File: config.mk
export PLATFORM = sky130hd
export DESIGN_NAME = conv1d_requant_flat
export DESIGN_NICKNAME = d
export VERILOG_FILES = /design/src/rtl/conv1d_requant_if.sv /design/src/rtl/conv1d_requant.sv /design/src/flat_wrapper.sv
export SDC_FILE = /design/constraint.sdc
export NUM_CORES = 2
export LEC_CHECK = 0
export CAP_MARGIN = 20
export CELL_PAD_IN_SITES_DETAIL_PLACEMENT = 2
export CELL_PAD_IN_SITES_GLOBAL_PLACEMENT = 2
export CORE_MARGIN = 5
export CORE_UTILIZATION = 42
export CTS_CLUSTER_SIZE = 20
export DETAILED_ROUTE_END_ITERATION = 7
export GPL_ROUTABILITY_DRIVEN = 0
export PLACE_DENSITY_LB_ADDON = 0.1
export SYNTH_ARGS = -nofsm -noshare
export SYNTH_HDL_FRONTEND = slang
export SYNTH_SLANG_ARGS = --single-unit
export TNS_END_PERCENT = 5
File: constraint.sdc
create_clock -name clk -period 15.8 [get_ports clk]
set_input_delay 1.58 -clock clk [delete_from_list [all_inputs] [get_ports clk]]
set_output_delay 1.58 -clock clk [all_outputs]
set_load 0.1 [all_outputs]
File: src/rtl/conv1d_requant_if.sv
// Stream and parameter-port bundle for conv1d_requant.
// slave is the requant stage side; master is the accumulator/CPU/consumer side.
interface conv1d_requant_if #(
    parameter int CH_W = 7
);
    logic            in_valid;
    logic            in_ready;
    logic [31:0]     in_acc;
    logic [CH_W-1:0] in_channel;
    logic            out_valid;
    logic            out_ready;
    logic [7:0]      out_data;
    logic            param_we;
    logic [2:0]      param_sel;
    logic [CH_W-1:0] param_addr;
    logic [31:0]     param_wdata;
    logic [31:0]     out_count;

    modport slave (
        input  in_valid, in_acc, in_channel, out_ready,
               param_we, param_sel, param_addr, param_wdata,
        output in_ready, out_valid, out_data, out_count
    );

    modport master (
        output in_valid, in_acc, in_channel, out_ready,
               param_we, param_sel, param_addr, param_wdata,
        input  in_ready, out_valid, out_data, out_count
    );
endinterface

File: src/rtl/conv1d_requant.sv
// Requantization stage: bias add, fixed-point rescale, zero-point and clamp to int8.
// Define CONV1D_REQUANT_PER_CHANNEL_EN for per-channel bias/mult/shift storage.
module conv1d_requant #(
    parameter int MAX_CHANNELS = 128,
    parameter int CH_W         = 7
) (
    input logic             clk,
    input logic             rst,
    conv1d_requant_if.slave io
);
    // Handshake: a side transfers when valid && ready; the four stages move
    // together whenever the output register is empty or being taken.
    logic en;

    logic v1_q, v2_q, v3_q, v4_q;
    logic v1_d, v2_d, v3_d, v4_d;

    logic [31:0] cur_bias, cur_mult;
    logic [5:0]  cur_shift;

    logic [31:0] offset_q, offset_d;
    logic [7:0]  act_min_q, act_min_d, act_max_q, act_max_d;

    logic [31:0] x1_q, x1_d, mult1_q, mult1_d;
    logic [4:0]  ls1_q, ls1_d;
    logic [5:0]  rs1_q, rs1_d;

    logic [63:0] p2_q, p2_d;
    logic        sat2_q, sat2_d;
    logic [5:0]  rs2_q, rs2_d;

    logic [31:0] h3_q, h3_d;
    logic [5:0]  rs3_q, rs3_d;

    logic [7:0]  out_data_q, out_data_d;
    logic [31:0] out_count_q, out_count_d;

    logic [31:0] y;
    logic [63:0] nudge, sum, h64;
    logic [32:0] mask33;
    logic [31:0] mask, r, t, hs, q, z, amin, amax, zc1, zc2;

    assign en           = !v4_q || io.out_ready;
    assign io.in_ready  = en;
    assign io.out_valid = v4_q;
    assign io.out_data  = out_data_q;
    assign io.out_count = out_count_q;

`ifdef CONV1D_REQUANT_PER_CHANNEL_EN
    logic [31:0] bias_mem  [MAX_CHANNELS];
    logic [31:0] mult_mem  [MAX_CHANNELS];
    logic [5:0]  shift_mem [MAX_CHANNELS];

    // RAM-style storage: no reset, software reloads it after power-up.
    always_ff @(posedge clk) begin
        if (io.param_we) begin
            case (io.param_sel)
                3'd0:    bias_mem[io.param_addr]  <= io.param_wdata;
                3'd1:    mult_mem[io.param_addr]  <= io.param_wdata;
                3'd2:    shift_mem[io.param_addr] <= io.param_wdata[5:0];
                default: ;
            endcase
        end
    end

    assign cur_bias  = bias_mem[io.in_channel];
    assign cur_mult  = mult_mem[io.in_channel];
    assign cur_shift = shift_mem[io.in_channel];
`else
    logic [31:0] bias_q, bias_d, mult_q, mult_d;
    logic [5:0]  shift_q, shift_d;
    logic        unused_chan;

    always_comb begin
        bias_d  = bias_q;
        mult_d  = mult_q;
        shift_d = shift_q;
        if (io.param_we) begin
            case (io.param_sel)
                3'd0:    bias_d  = io.param_wdata;
                3'd1:    mult_d  = io.param_wdata;
                3'd2:    shift_d = io.param_wdata[5:0];
                default: ;
            endcase
        end
    end

    always_ff @(posedge clk or posedge rst) begin
        if (rst) begin
            bias_q  <= '0;
            mult_q  <= '0;
            shift_q <= '0;
        end else begin
            bias_q  <= bias_d;
            mult_q  <= mult_d;
            shift_q <= shift_d;
        end
    end

    assign cur_bias    = bias_q;
    assign cur_mult    = mult_q;
    assign cur_shift   = shift_q;
    assign unused_chan = ^{io.in_channel, io.param_addr};
`endif

    always_comb begin
        offset_d  = offset_q;
        act_min_d = act_min_q;
        act_max_d = act_max_q;
        if (io.param_we) begin
            case (io.param_sel)
                3'd3:    offset_d  = io.param_wdata;
                3'd4:    act_min_d = io.param_wdata[7:0];
                3'd5:    act_max_d = io.param_wdata[7:0];
                default: ;
            endcase
        end
    end

    always_comb begin
        v1_d = v1_q;
        v2_d = v2_q;
        v3_d = v3_q;
        v4_d = v4_q;
        if (en) begin
            v1_d = io.in_valid;
            v2_d = v1_q;
            v3_d = v2_q;
            v4_d = v3_q;
        end
    end

    // S1: bias add and split the signed shift into left / right amounts.
    always_comb begin
        x1_d    = io.in_acc + cur_bias;
        mult1_d = cur_mult;
        ls1_d   = cur_shift[5] ? 5'd0 : cur_shift[4:0];
        rs1_d   = cur_shift[5] ? (6'd0 - cur_shift) : 6'd0;
    end

    // S2: pre-shift and full signed 64-bit product.
    always_comb begin
        y      = x1_q << ls1_q;
        p2_d   = {{32{y[31]}}, y} * {{32{mult1_q[31]}}, mult1_q};
        sat2_d = (y == 32'h8000_0000) && (mult1_q == 32'h8000_0000);
        rs2_d  = rs1_q;
    end

    // S3: saturating rounding doubling high multiply; divide truncates toward zero.
    always_comb begin
        nudge = p2_q[63] ? 64'hFFFF_FFFF_C000_0001 : 64'h0000_0000_4000_0000;
        sum   = p2_q + nudge;
        h64   = sum[63] ? (sum + 64'h0000_0000_7FFF_FFFF) : sum;
        h3_d  = sat2_q ? 32'h7FFF_FFFF : h64[62:31];
        rs3_d = rs2_q;
    end

    // S4: round-half-away right shift, zero-point, clamp (max first, then min).
    always_comb begin
        mask33     = (33'd1 << rs3_q) - 33'd1;
        mask       = mask33[31:0];
        r          = h3_q & mask;
        t          = (mask >> 1) + {31'd0, h3_q[31]};
        hs         = $unsigned($signed(h3_q) >>> rs3_q);
        q          = hs + {31'd0, (r > t)};
        z          = q + offset_q;
        amin       = {{24{act_min_q[7]}}, act_min_q};
        amax       = {{24{act_max_q[7]}}, act_max_q};
        zc1        = ($signed(z) < $signed(amin)) ? amin : z;
        zc2        = ($signed(zc1) > $signed(amax)) ? amax : zc1;
        out_data_d = zc2[7:0];
    end

    assign out_count_d = out_count_q + {31'd0, (v4_q && io.out_ready)};

    always_ff @(posedge clk or posedge rst) begin
        if (rst) begin
            v1_q        <= 1'b0;
            v2_q        <= 1'b0;
            v3_q        <= 1'b0;
            v4_q        <= 1'b0;
            offset_q    <= '0;
            act_min_q   <= 8'h80;
            act_max_q   <= 8'h7F;
            x1_q        <= '0;
            mult1_q     <= '0;
            ls1_q       <= '0;
            rs1_q       <= '0;
            p2_q        <= '0;
            sat2_q      <= 1'b0;
            rs2_q       <= '0;
            h3_q        <= '0;
            rs3_q       <= '0;
            out_data_q  <= '0;
            out_count_q <= '0;
        end else begin
            v1_q        <= v1_d;
            v2_q        <= v2_d;
            v3_q        <= v3_d;
            v4_q        <= v4_d;
            offset_q    <= offset_d;
            act_min_q   <= act_min_d;
            act_max_q   <= act_max_d;
            out_count_q <= out_count_d;
            if (en) begin
                x1_q       <= x1_d;
                mult1_q    <= mult1_d;
                ls1_q      <= ls1_d;
                rs1_q      <= rs1_d;
                p2_q       <= p2_d;
                sat2_q     <= sat2_d;
                rs2_q      <= rs2_d;
                h3_q       <= h3_d;
                rs3_q      <= rs3_d;
                out_data_q <= out_data_d;
            end
        end
    end

    logic unused_bits;
    assign unused_bits = ^{h64[63], h64[30:0], mask33[32], zc2[31:8]};
endmodule
File: src/flat_wrapper.sv
// flat-port wrapper written by rule: the top's interface ports become plain ports
module conv1d_requant_flat 
#(
    parameter int MAX_CHANNELS = 128,
    parameter int CH_W         = 7
)
  (clk, rst, io_in_valid, io_in_acc, io_in_channel, io_out_ready, io_param_we, io_param_sel, io_param_addr, io_param_wdata, io_in_ready, io_out_valid, io_out_data, io_out_count);
  conv1d_requant_if #(.CH_W(CH_W)) io_i ();
  input logic clk;
  input logic rst;
  input wire logic [$bits(io_i.in_valid)-1:0] io_in_valid;
  input wire logic [$bits(io_i.in_acc)-1:0] io_in_acc;
  input wire logic [$bits(io_i.in_channel)-1:0] io_in_channel;
  input wire logic [$bits(io_i.out_ready)-1:0] io_out_ready;
  input wire logic [$bits(io_i.param_we)-1:0] io_param_we;
  input wire logic [$bits(io_i.param_sel)-1:0] io_param_sel;
  input wire logic [$bits(io_i.param_addr)-1:0] io_param_addr;
  input wire logic [$bits(io_i.param_wdata)-1:0] io_param_wdata;
  output wire logic [$bits(io_i.in_ready)-1:0] io_in_ready;
  output wire logic [$bits(io_i.out_valid)-1:0] io_out_valid;
  output wire logic [$bits(io_i.out_data)-1:0] io_out_data;
  output wire logic [$bits(io_i.out_count)-1:0] io_out_count;
  assign io_i.in_valid = io_in_valid;
  assign io_i.in_acc = io_in_acc;
  assign io_i.in_channel = io_in_channel;
  assign io_i.out_ready = io_out_ready;
  assign io_i.param_we = io_param_we;
  assign io_i.param_sel = io_param_sel;
  assign io_i.param_addr = io_param_addr;
  assign io_i.param_wdata = io_param_wdata;
  assign io_in_ready = io_i.in_ready;
  assign io_out_valid = io_i.out_valid;
  assign io_out_data = io_i.out_data;
  assign io_out_count = io_i.out_count;
  conv1d_requant #(.MAX_CHANNELS(MAX_CHANNELS), .CH_W(CH_W)) u_core (.clk(clk), .rst(rst), .io(io_i));
endmodule
# ---- Yosys cells after proc, flatten, opt, wreduce, memory -nomap -nowiden
# Index checks and enable logic that the tools add are counted.
# Widths: inputs -> output; s select.
dict set report word_totals {
  reg_bits 346
  latchBits 0
  mem_bits_rw 0
  romBits 0
  input_bits 86
  out_inout_bits 42
  elab_cells 63
  memories 0
}
dict set report op_classes {
  n_addsub 9
  multipliers 1
  div_mod_pow 0
  magnitude_cmp 3
  eq_ne 7
  shift 3
  n_mux 7
  bitwise_logic 1
  reduce_logical 11
}
# op n
set op_table {}
lappend op_table {{$add 32x1->32} 2}
lappend op_table {{$add 32x32->32} 2}
lappend op_table {{$add 64x64->64} 1}
lappend op_table {{$eq 32x32->1 const B} 2}
lappend op_table {{$mul 32x32->64} 1}
lappend op_table {{$mux 32} 2}
lappend op_table {{$mux 64} 1}
lappend op_table {{$add 63x31->63 const B} 1}
lappend op_table {{$mux 63} 1}
lappend op_table {{$add 31x1->32} 1}
lappend op_table {{$and 32x32->32} 1}
lappend op_table {{$gt 32x32->1} 1}
lappend op_table {{$gt 32x8->1} 1}
lappend op_table {{$lt 32x8->1} 1}
lappend op_table {{$shl 1x6->32 const A} 1}
lappend op_table {{$shl 32x5->32} 1}
lappend op_table {{$sshr 32x6->32} 1}
lappend op_table {{$sub 32x1->32 const B} 1}
lappend op_table {{$reduce_and 2->1} 6}
lappend op_table {{$mux 8} 1}
lappend op_table {{$eq 3x2->1 const B} 2}
lappend op_table {{$eq 3x3->1 const B} 2}
lappend op_table {{$mux 6} 1}
lappend op_table {{$sub 1x6->6 const A} 1}
lappend op_table {{other kinds (6)} 7}

# ---- Depth between registers and ports, before layout
dict set report logic_depth {
  ltp_word 10
  mapped_depth 71
  depth_no_buf 66
}

# ---- Worst setup path after synthesis
# OpenSTA, ideal clock, no wires.
dict set report synth_path {
  kind {reg2reg}
  start {register u_core.rs3_q[0]}
  end {register u_core.out_data_q[0], in the netlist u_core.io.out_data[0]}
  setup_ns 0.125
  arrival_time_ns 12.936
  required_time_ns 15.675
  setup_slack_ns 2.738
  path_stages_with_launch 64
  n_path_buf 9
  period_less_slack_ns 13.062
  cell_sequence {dfrtp_1 clkbuf_1 clkbuf_1 buf_1 clkbuf_1 nand3_1 ha_1 clkbuf_1 clkbuf_1 xnor2_1 ha_1 nand2_1 a211oi_1 nand3_1 nor4_1 and2_1 nand2_1 xor2_1 [... 28 more ...] buf_1 clkbuf_1 nand2b_1 nand2_1 ha_1 a21o_1 a21o_1 a21o_1 a21oi_1 nor2b_1 o21ai_0 nand2b_1 a21oi_1 a21boi_0 or4b_2 o211ai_1 mux2i_1 mux2_2}
}
dict set report synth_via {
  elab_chain_len 10
  word_cells_on_any_way 12
  cone_classes {add/sub (4); order compare (3); shift (2); mux (2); bitwise (1)}
}
# item line
set synth_lines {}
lappend synth_lines {{start, declared} conv1d_requant.sv:33} ;# logic [5:0] rs3_q, rs3_d;
lappend synth_lines {{start signal, assigned} conv1d_requant.sv:214} ;# rs3_q <= rs3_d;
lappend synth_lines {{$shl 1x6->32} conv1d_requant.sv:160} ;# mask33 = (33'd1 << rs3_q) - 33'd1;
lappend synth_lines {{$sub 32x1->32} conv1d_requant.sv:160}
lappend synth_lines {{$add 31x1->32 / $and 32x32->32 (equally long branches)} {conv1d_requant.sv:163, conv1d_requant.sv:162}}
lappend synth_lines {{$gt 32x32->1} conv1d_requant.sv:165} ;# q = hs + {31'd0, (r > t)};
lappend synth_lines {{$add 32x1->32 (*)} conv1d_requant.sv:165}
lappend synth_lines {{$add 32x32->32 (*)} conv1d_requant.sv:166} ;# z = q + offset_q;
lappend synth_lines {{$lt 32x8->1} conv1d_requant.sv:169} ;# zc1 = ($signed(z) < $signed(amin)) ? amin : z;
lappend synth_lines {{$mux 32 (*)} conv1d_requant.sv:169}
lappend synth_lines {{$gt 32x8->1} conv1d_requant.sv:170} ;# zc2 = ($signed(zc1) > $signed(amax)) ? amax : zc1;
lappend synth_lines {{$mux 8 (*)} conv1d_requant.sv:170}
lappend synth_lines {{end signal, assigned} conv1d_requant.sv:215} ;# out_data_q <= out_data_d;
lappend synth_lines {{end, declared} conv1d_requant.sv:35} ;# logic [7:0] out_data_q, out_data_d;
# Mark *: on every way between the ends. The rest lies on a longest branch, timed or not.
# A chain may end at the register's enable or synchronous reset.

# ---- Final worst setup path
dict set report layout_path {
  start {register u_core.rs3_q[4]}
  end {register u_core.out_data_q[4], in the netlist u_core.io.out_data[4]}
}
# The elaborated chain is that of the path after synthesis.

==> summary.txt <==
Place
  • Input/output buffers: 113
  • Detailed placement HPWL: 182600 um

Clocking
  • CTS buffer count: 41
  • Post-CTS setup buffer count: 0
  • Worst skew pair latency: 0.63 ns
  • Hold buffers post-CTS: 0
  • CTS tree: yes
  • # resized after CTS: 0
  • Clk root buf: clkbuf_16
  • Clock transition at path regs: 0.07 ns
  • CTS Sinks: 346
  • Clock buffer depth: 3
  • Htree depth: 2

Floorplanning
  • Core Area: 147100 um^2
  • Die Y: 394.0 um
  • Boundary pin count: 128
  • Chip width: 394.0 um
  • DIE AREA: 155200 um^2
  • # rows: 141
  • Starting Density: 42.08%

Cells and area
  • FILL cells: 16090
  • Layout cells sized above 1: 6.314%
  • Area of the multi-input gates: 47620 um^2
  • Area added between synthesis and finish: 7.590%
  • Register area: 8676 um^2
  • Nets: 8456

Drt
  • Vias/cell: 5.710
  • Final ANT Viol Nets: 0
  • Via count: 50650
  • Drt drc: 0
  • 1st-iter DRT viols: 2908
  • Detailed Routing Iterations Pass 1: 5
  • Post-DR wirelength/cell: 27.25 um
  • Total length of routed wires: 241700 um

Timing
  • Setup TNS: 0 ns
  • Final Cycle Share: 92.24%
  • Slew HR: 26.06%
  • Skew final: 0.03777 ns
  • Final hold vios: 0
  • Fmax achieved: 68.61 MHz
  • # setup viols final: 0
  • Hold_ws: 0.4765 ns
  • Least-Margin Pin Slew: 1.109 ns
  • RSZ-0062 raised after global routing: false
  • Max-slew violations: 0
  • Final min period: 14.57 ns

Synthesis
  • Post-synth EDFFs: 0
  • Synth Instances: 7006
  • Mapped Nets: 8557
  • Asr flop ratio synth: 100.0%
  • Sequential area share after synthesis: 14.00%
  • Warnings from Yosys: 0
  • #FFs+latches synth: 346
  • Synthesized area: 61920 um^2
  • Top-count cell post-synth: inv_1
  • Main synth FF type: dfrtp_1
  • Top cells by count, synth: inv_1, nand2_1, fa_1
  • Synth top area share: 35.08%
  • Synth cell types: 89
  • Largest cells by area after synthesis: fa_1, dfrtp_1, ha_1, inv_1, nand2_1
  • Cell taking the most area after synthesis: fa_1
  • Synth Area per Inst: 8.838 um^2

Critical path
  • Critical path peak fanout: 22
  • Max incr delay on CP: 0.65 ns
  • Buf+Inv Stages, Crit Path: 4
  • CP Data Arrival Time: 15.05 ns
  • Setup slack, reg-to-reg: 1.23 ns
  • FF-to-FF Start: u_core.rs3_q[4]$_DFFE_PP0P_
  • CP top delay family: compound AO/OA/AOI/OAI gates
  • CP required: 16.27 ns
  • Worst R2R End: u_core.io.out_data[4]$_DFFE_PP0P_
  • Worst R2R Path Depth: 66
  • Cell with the largest stage delay on the worst path: or4b_2
  • CP Class: reg -> reg
  • CP most frequent cell: a21oi_1
  • Startpoint class of the critical path: register
  • CP Capture Type: register

Status
  • Outcome: completed

Job
  • Maxcap violations: 0

Global route
  • Vias in the first global route: 59470
  • Gr ovfl total: 0
  • Largest net degree at the start of global routing: 105
  • Initial antenna violation count: 8
  • First-pass GRT wire length: 367200 um
  • GRT Total Usage: 31.04%

Min path
  • Critical hold path startpoint: u_core.io.out_count[31]$_DFF_PP0_
  • WHS Endpoint: u_core.io.out_count[31]$_DFF_PP0_
  • Hold Crit Class: reg -> reg
  • Hold Path Cell Cnt: 1
## sequential cells by signal, indices dropped and copies added, names as in the netlist, 32 cells and up
register,count
u_core.p2_q,64
u_core.bias_q,32
u_core.cur_mult,32
u_core.h3_q,32
u_core.io.out_count,32
u_core.mult1_q,32
u_core.offset_q,32
u_core.x1_q,32
## area by class of cell
class / instances / share of cell area, %
antenna: 2 / 0.007513
clock inverter: 21 / 0.5296
inverter: 1198 / 6.773
sequential: 346 / 13.02
multi-input combinational: 5103 / 71.48
timing repair buffer: 215 / 2.877
tap: 1930 / 3.625
clock buffer: 54 / 1.688
## layer usage
metal / track usage (%) / part of all wire, %
met3: 5.623 / 6.0
met4: 10.98 / 4.4
met2: 53.10 / 48
met5: 0 / 0.014
met1: 39.62 / 41
## worst reg2reg max path: cells and delay by family, from the launching register on
family / cells / cell delay, ns
buffers and inverters: 4 / 0.79
flip-flops: 1 / 0.38
AO/OA/AOI/OAI: 36 / 7.32
multiplexers: 2 / 0.70
XOR/XNOR: 1 / 0.20
AND/OR/NAND/NOR: 17 / 3.10
adder cells (fa/ha/maj): 6 / 1.94
## placed cells by master (no fill, tap or decap), types with 101 or more instances in the layout
cell             count
clkdlybuf4s50_1    113
nand2_1           1172
xnor2_1            139
fa_1              1085
inv_1             1192
ha_1               380
mux2_2             155
buf_4              101
o21ai_0            201
a21oi_1            308
and2_1             301
nor2_1             282
dfrtp_1            332
## per-stage QoR
stage / setup slack [ns] / utilization (%) / cell area, um^2 / std cells
CTS: 1.086 / 45.27 / 66610 / 8866
detailed placement: 1.222 / 44.26 / 65130 / 8791
global route: 0.1652 / 45.27 / 66610 / 8867
global placement: 1.791 / 44.24 / 65090 / 8789
floorplan: 2.738 / - / 61920 / 7006
finish: 1.225 / 45.28 / 66620 / 8869
## cells by family after synthesis
family | Yosys count | share of synthesized area (%)
mux | 253 | 4.747
buf+inv | 1557 | 9.451
flops | 346 | 14.00
compound gates | 897 | 8.918
simple gates | 2263 | 16.93
xor+xnor | 225 | 3.195
fa+ha+maj | 1465 | 42.76
## worst max-delay path by stage
stage	start	end	slack (ns)	cells after the start
finish	u_core.rs3_q[4]$_DFFE_PP0P_	u_core.io.out_data[4]$_DFFE_PP0P_	1.23	66
global route	u_core.rs3_q[4]$_DFFE_PP0P_	u_core.io.out_data[4]$_DFFE_PP0P_	0.17	68
CTS	u_core.rs3_q[4]$_DFFE_PP0P_	u_core.io.out_data[4]$_DFFE_PP0P_	1.09	65
detailed placement	u_core.rs3_q[4]$_DFFE_PP0P_	u_core.io.out_data[0]$_DFFE_PP0P_	1.22	65
global placement	u_core.rs3_q[4]$_DFFE_PP0P_	u_core.io.out_data[0]$_DFFE_PP0P_	1.79	59
floorplan	u_core.rs3_q[0]$_DFFE_PP0P_	u_core.io.out_data[0]$_DFFE_PP0P_	2.74	63
Power is left out: the tool's default activity adds up to more than one toggle a clock period on the data nets, which glitch-free logic cannot reach.
